==> config.mk <==
export PLATFORM = sky130hd
export DESIGN_NAME = edge_pulse_bank
export DESIGN_NICKNAME = d
export VERILOG_FILES = /design/src/rtl/edge_pkg.sv /design/src/rtl/edge_channel.sv /design/src/rtl/edge_pulse_bank.sv
export SDC_FILE = /design/constraint.sdc
export NUM_CORES = 1
export LEC_CHECK = 0
export BUFFER_PORTS_ARGS = -buffer_cell sky130_fd_sc_hd__buf_4
export CAP_MARGIN = 20
export CORE_ASPECT_RATIO = 1.1
export CORE_MARGIN = 2
export CORE_UTILIZATION = 30
export DETAILED_ROUTE_END_ITERATION = 8
export GPL_TIMING_DRIVEN = 1
export PLACE_DENSITY = 0.54
export REMOVE_ABC_BUFFERS = 1
export SLEW_MARGIN = 20
export SYNTH_ARGS = -nofsm -noshare
export SYNTH_HDL_FRONTEND = slang
export SYNTH_SLANG_ARGS = --single-unit
==> constraint.sdc <==
create_clock -name sysclk -period 1.1 [get_ports sysclk]
set_input_delay 0.055 -clock sysclk [delete_from_list [all_inputs] [get_ports sysclk]]
set_output_delay 0.055 -clock sysclk [all_outputs]
set_load 0.02 [all_outputs]
==> src/rtl/edge_pkg.sv <==
// Shared definitions for the edge pulse bank: edge-select encodings,
// parameter defaults and the per-channel edge gating helper.
package edge_pkg;

  typedef enum logic [1:0] {
    MODE_NONE = 2'b00,
    MODE_RISE = 2'b01,
    MODE_FALL = 2'b10,
    MODE_BOTH = 2'b11
  } mode_e;

  localparam int WIDTH_DEF       = 4;
  localparam int SYNC_STAGES_DEF = 2;
  localparam int DEBOUNCE_DEF    = 4;

  // Select which registered edge(s) of a channel reach its Pulse output.
  function automatic logic edge_select(input mode_e mode, input logic rise, input logic fall);
    logic take_rise;
    logic take_fall;
    take_rise = (mode == MODE_RISE) || (mode == MODE_BOTH);
    take_fall = (mode == MODE_FALL) || (mode == MODE_BOTH);
    return (rise && take_rise) || (fall && take_fall);
  endfunction

endpackage

==> src/rtl/edge_channel.sv <==
// One input channel: synchroniser chain, debounce counter, filtered level
// and registered one-cycle rise/fall pulses.
module edge_channel
  import edge_pkg::*;
#(
  parameter int SYNC_STAGES = SYNC_STAGES_DEF,
  parameter int DEBOUNCE    = DEBOUNCE_DEF
) (
  input  logic clk,
  input  logic rst_n,
  input  logic raw_in,
  output logic level,
  output logic rise,
  output logic fall
);

  localparam int                CNT_W   = $clog2(DEBOUNCE + 1);
  localparam logic [CNT_W-1:0] CNT_MAX = CNT_W'(DEBOUNCE - 1);

  logic [SYNC_STAGES-1:0] sync_q, sync_d;
  logic [CNT_W-1:0]       cnt_q, cnt_d;
  logic                   level_q, level_d;
  logic                   rise_q, rise_d;
  logic                   fall_q, fall_d;
  logic                   sync_in;

  assign sync_in = sync_q[SYNC_STAGES-1];

  // Shift the raw input one stage deeper into the synchroniser each cycle.
  always_comb begin
    sync_d = {sync_q[SYNC_STAGES-2:0], raw_in};
  end

  // Debounce: count consecutive mismatching cycles, flip the level when the
  // count reaches DEBOUNCE and flag the direction of that flip for one cycle.
  always_comb begin
    // NOTE: every output gets a default first so no path leaves a value
    // unassigned; otherwise synthesis infers a latch.
    cnt_d   = cnt_q;
    level_d = level_q;
    rise_d  = 1'b0;
    fall_d  = 1'b0;
    if (sync_in == level_q) begin
      cnt_d = '0;
    end else if (cnt_q == CNT_MAX) begin
      cnt_d   = '0;
      level_d = ~level_q;
      rise_d  = ~level_q;
      fall_d  = level_q;
    end else begin
      cnt_d = cnt_q + CNT_W'(1);
    end
  end

  // Channel state register; reset leaves the level low with no pending edge.
  always_ff @(posedge clk or negedge rst_n) begin
    if (!rst_n) begin
      sync_q  <= '0;
      cnt_q   <= '0;
      level_q <= 1'b0;
      rise_q  <= 1'b0;
      fall_q  <= 1'b0;
    end else begin
      // NOTE: non-blocking assignments so every flop samples the pre-edge
      // values; blocking ones would collapse the synchroniser chain.
      sync_q  <= sync_d;
      cnt_q   <= cnt_d;
      level_q <= level_d;
      rise_q  <= rise_d;
      fall_q  <= fall_d;
    end
  end

  assign level = level_q;
  assign rise  = rise_q;
  assign fall  = fall_q;

endmodule

==> src/rtl/edge_pulse_bank.sv <==
// Bank of independent debounced edge detectors with a global edge select.
// All state lives in the channels; this level only gates Pulse and Any.
module edge_pulse_bank
  import edge_pkg::*;
#(
  parameter int WIDTH       = WIDTH_DEF,
  parameter int SYNC_STAGES = SYNC_STAGES_DEF,
  parameter int DEBOUNCE    = DEBOUNCE_DEF
) (
  input  logic             sysclk,
  input  logic             Reset,
  input  logic [WIDTH-1:0] Input,
  input  logic [1:0]       Mode,
  output logic [WIDTH-1:0] Level,
  output logic [WIDTH-1:0] Rise,
  output logic [WIDTH-1:0] Fall,
  output logic [WIDTH-1:0] Pulse,
  output logic             Any
);

  mode_e mode;
  assign mode = mode_e'(Mode);

  for (genvar i = 0; i < WIDTH; i++) begin : g_chan
    edge_channel #(
      .SYNC_STAGES(SYNC_STAGES),
      .DEBOUNCE   (DEBOUNCE)
    ) u_chan (
      .clk   (sysclk),
      .rst_n (Reset),
      .raw_in(Input[i]),
      .level (Level[i]),
      .rise  (Rise[i]),
      .fall  (Fall[i])
    );
  end

  // Mode gating is purely combinational so a Mode change acts immediately.
  always_comb begin
    Pulse = '0;
    for (int i = 0; i < WIDTH; i++) begin
      Pulse[i] = edge_select(mode, Rise[i], Fall[i]);
    end
  end

  assign Any = |Pulse;

endmodule

==> qor.yml <==
floorplanning:
  die_x_um: 65.2
  io_pins: 25
  core-area_um2: 3960
  start_util: 0.312
  rows: 24
  die_area_um2: 4650
  die_h_um: 71.3
logic_synthesis:
  synth_top_cell_by_area: "dfrtp_1"
  synthFlopType: "dfrtp_1"
  synthArstFlopShare: 1.00
  synth-edff-count: 0
  synth_top_area_frac: 0.648
  synth_most_common_cell: "dfrtp_1"
  synth_seq_cells: 32
  syn_area_per_cell_um2: 14.5
  yosys-top-cells-area: "dfrtp_1 (65%), buf_4 (7.3%), and3b_1 (5.7%)"
  syn_inst: 85
  ys_warn_count: 0
  synth.distinct_cells: 11
  ys_seq_area_frac: 0.648
  syn_area_um2: 1240
  synthTopCellsByCount: "dfrtp_1 (32), buf_4 (12), and3b_1 (8)"
sta:
  clock_skew_ps: 6.01
  setup-tns-final_ps: -717
  fin_ws_ps: -507
  tightest_slew_ps: 393
  relSlewSlack: 0.738
  clock.fmax_mhz: 622
  min_period_over_period: 1.46
  hold_viol_final: 0
  setup_viol: 6
  fin_crit_ps: 1610
  rsz0062_at_grt: "yes"
  slew_viol_final: 0
worst_setup_path:
  reg2reg_from: "g_chan[1].u_chan.cnt_q[0]"
  crit_path_max_fanout: 2
  crit_arrival_ps: 1550
  cp-end-kind: "output pin"
  worstSetupStartpointType: "flop"
  crit_end: "Any"
  reg2reg_slack_ps: -50
  path_class: "flop to output pin"
  critPathLaunch: "g_chan[0].u_chan.rise"
  r2r-end: "g_chan[1].u_chan.level"
  required_ps: 1040
  r2r_cells: 3
power_and_ir_drop:
  leakage_uw: 0.000875
  max-vdd-ir-drop_uv: 747
  p_per_area_nw_per_um2: 2050
drt:
  routed_wl_mm: 1.92
  viasPerCell: 4.32
  wire_per_inst_um: 10.9
  drt_first_iter_violations: 4
  drc: 0
  vias: 764
  first_pass_iters: 2
  ant_nets: 0
placement:
  numPortBuffers: 24
  place_area_um2: 1430
  place_congestion: 0.639
clock_network:
  cts_tree: "done"
  cts-root-buf: "clkbuf_8"
  clkSinkCount: 32
  clockBufferDepth: 2
  cts_max_level: 2
  cts_buffers: 5
  insertion_delay_ps: 270
  path_clk_slew_ps: 60
final_layout:
  antenna_cells: 0
  final_area_um2: 1750
  drive_gt1_frac: 0.496
  nNetsFinal: 137
  syn2layout_area_growth_pct: 41.7
global_route:
  grt-ovfl-total: 0
  antenna_found_initial: 0
  grt_max_degree: 33
  grt_first_pass_wirelength_mm: 3.31
  grt_pass1_vias: 763
  track_usage: 0.0955
run:
  drv_cap: 0
status:
  violations: "setup timing"
  status: "complete, but fails checks"
min_path:
  min-delay-path-class: "input pin to async pin"
[cells in the final DEF, fill, tap and decap left out]
| master | n |
|---|---|
| buf_4 | 30 |
| and3b_1 | 8 |
| nor2b_4 | 4 |
| dfrtp_1 | 32 |
| nor3b_1 | 4 |
| nor3b_2 | 2 |
| nor3_2 | 2 |
| xnor2_1 | 4 |
| buf_6 | 10 |
| nor2b_1 | 2 |
| dlygate4sd3_1 | 5 |
| clkbuf_8 | 5 |
| nor3_1 | 2 |
| clkinv_2 | 1 |
| a22o_1 | 4 |
| ha_2 | 4 |
| mux2_4 | 4 |
| or4_1 | 1 |
| clkbuf_1 | 1 |
[sequential cells by signal, indices dropped and copies added, names as in the netlist]
name and flops:
g_chan.u_chan.cnt_q 12, g_chan.u_chan.fall 4, g_chan.u_chan.level 4, g_chan.u_chan.rise 4, g_chan.u_chan.sync_q 8
[how the worst min path moves through the flow]
stage               slack, ps  depth (start not counted)   from                         to
floorplan                -240                          0  Reset  g_chan[0].u_chan.cnt_q[0]
global placement            6                          1  Reset     g_chan[0].u_chan.level
detailed placement         10                          1  Reset      g_chan[0].u_chan.fall
CTS                       270                          2  Reset     g_chan[1].u_chan.level
global route              300                          2  Reset      g_chan[0].u_chan.fall
finish                    250                          2  Reset      g_chan[0].u_chan.fall
[logic make-up after synthesis]
group | after synthesis | share of synthesized area
xor+xnor | 4 | 0.0283
compound gates | 4 | 0.0283
flops | 32 | 0.648
buf+inv | 12 | 0.0729
mux | 4 | 0.0364
fa+ha+maj | 4 | 0.0405
simple gates | 25 | 0.146
[cell type report]
class	count	area, µm²
flip-flops and latches	32	801
repair buffers	45	388
multi-input cells	41	420
clock inverters	1	5.00
fillers	360	2210
clock buffers	6	72.6
well taps	52	65.1
[metrics by stage]
stage	utilization	cells	worst slack (ps)	power, µW	hold slack, ps
after floorplan	-	73	-382	2090	-241
after global placement	0.360	154	-218	2420	5.88
after detailed placement	0.360	154	-221	2450	14.0
after CTS	0.427	175	-524	3520	268
after global routing	0.442	177	-549	3820	300
final	0.442	177	-507	3590	252
[worst max-delay path: stages (launching register included)]
cell,delay [ps]
dfrtp_1,380
a22o_1,220
or4_1,530
buf_6,150
[metal layers]
metal	global-route usage	wire (µm)	vias up
met3	0.0487	148	6
met2	0.154	927	26
met4	0.0556	49	0
met1	0.0992	796	370
li1	-	-	362
met5	0	0	-
[where the power goes]
part / internal (µW) / leakage, µW / switching, µW / total [µW]
sequential: 1400 / 0.000411 / 179 / 1580
combinational: 715 / 0.000423 / 488 / 1200
clock: 429 / 0.0000410 / 374 / 803
[what timing repair did]
action | 4_1_cts | 5_1_grt
endpoints found under the hold margin | 36 | 0
gates resized for setup | 20 | 10
setup buffers | 9 | 3
hold buffers | 5 | 0
endpoints found under the setup margin | 15 | 22
pin swaps | 8 | 2
cloned | 0 | 0
Power figures use the tool's default switching activity.
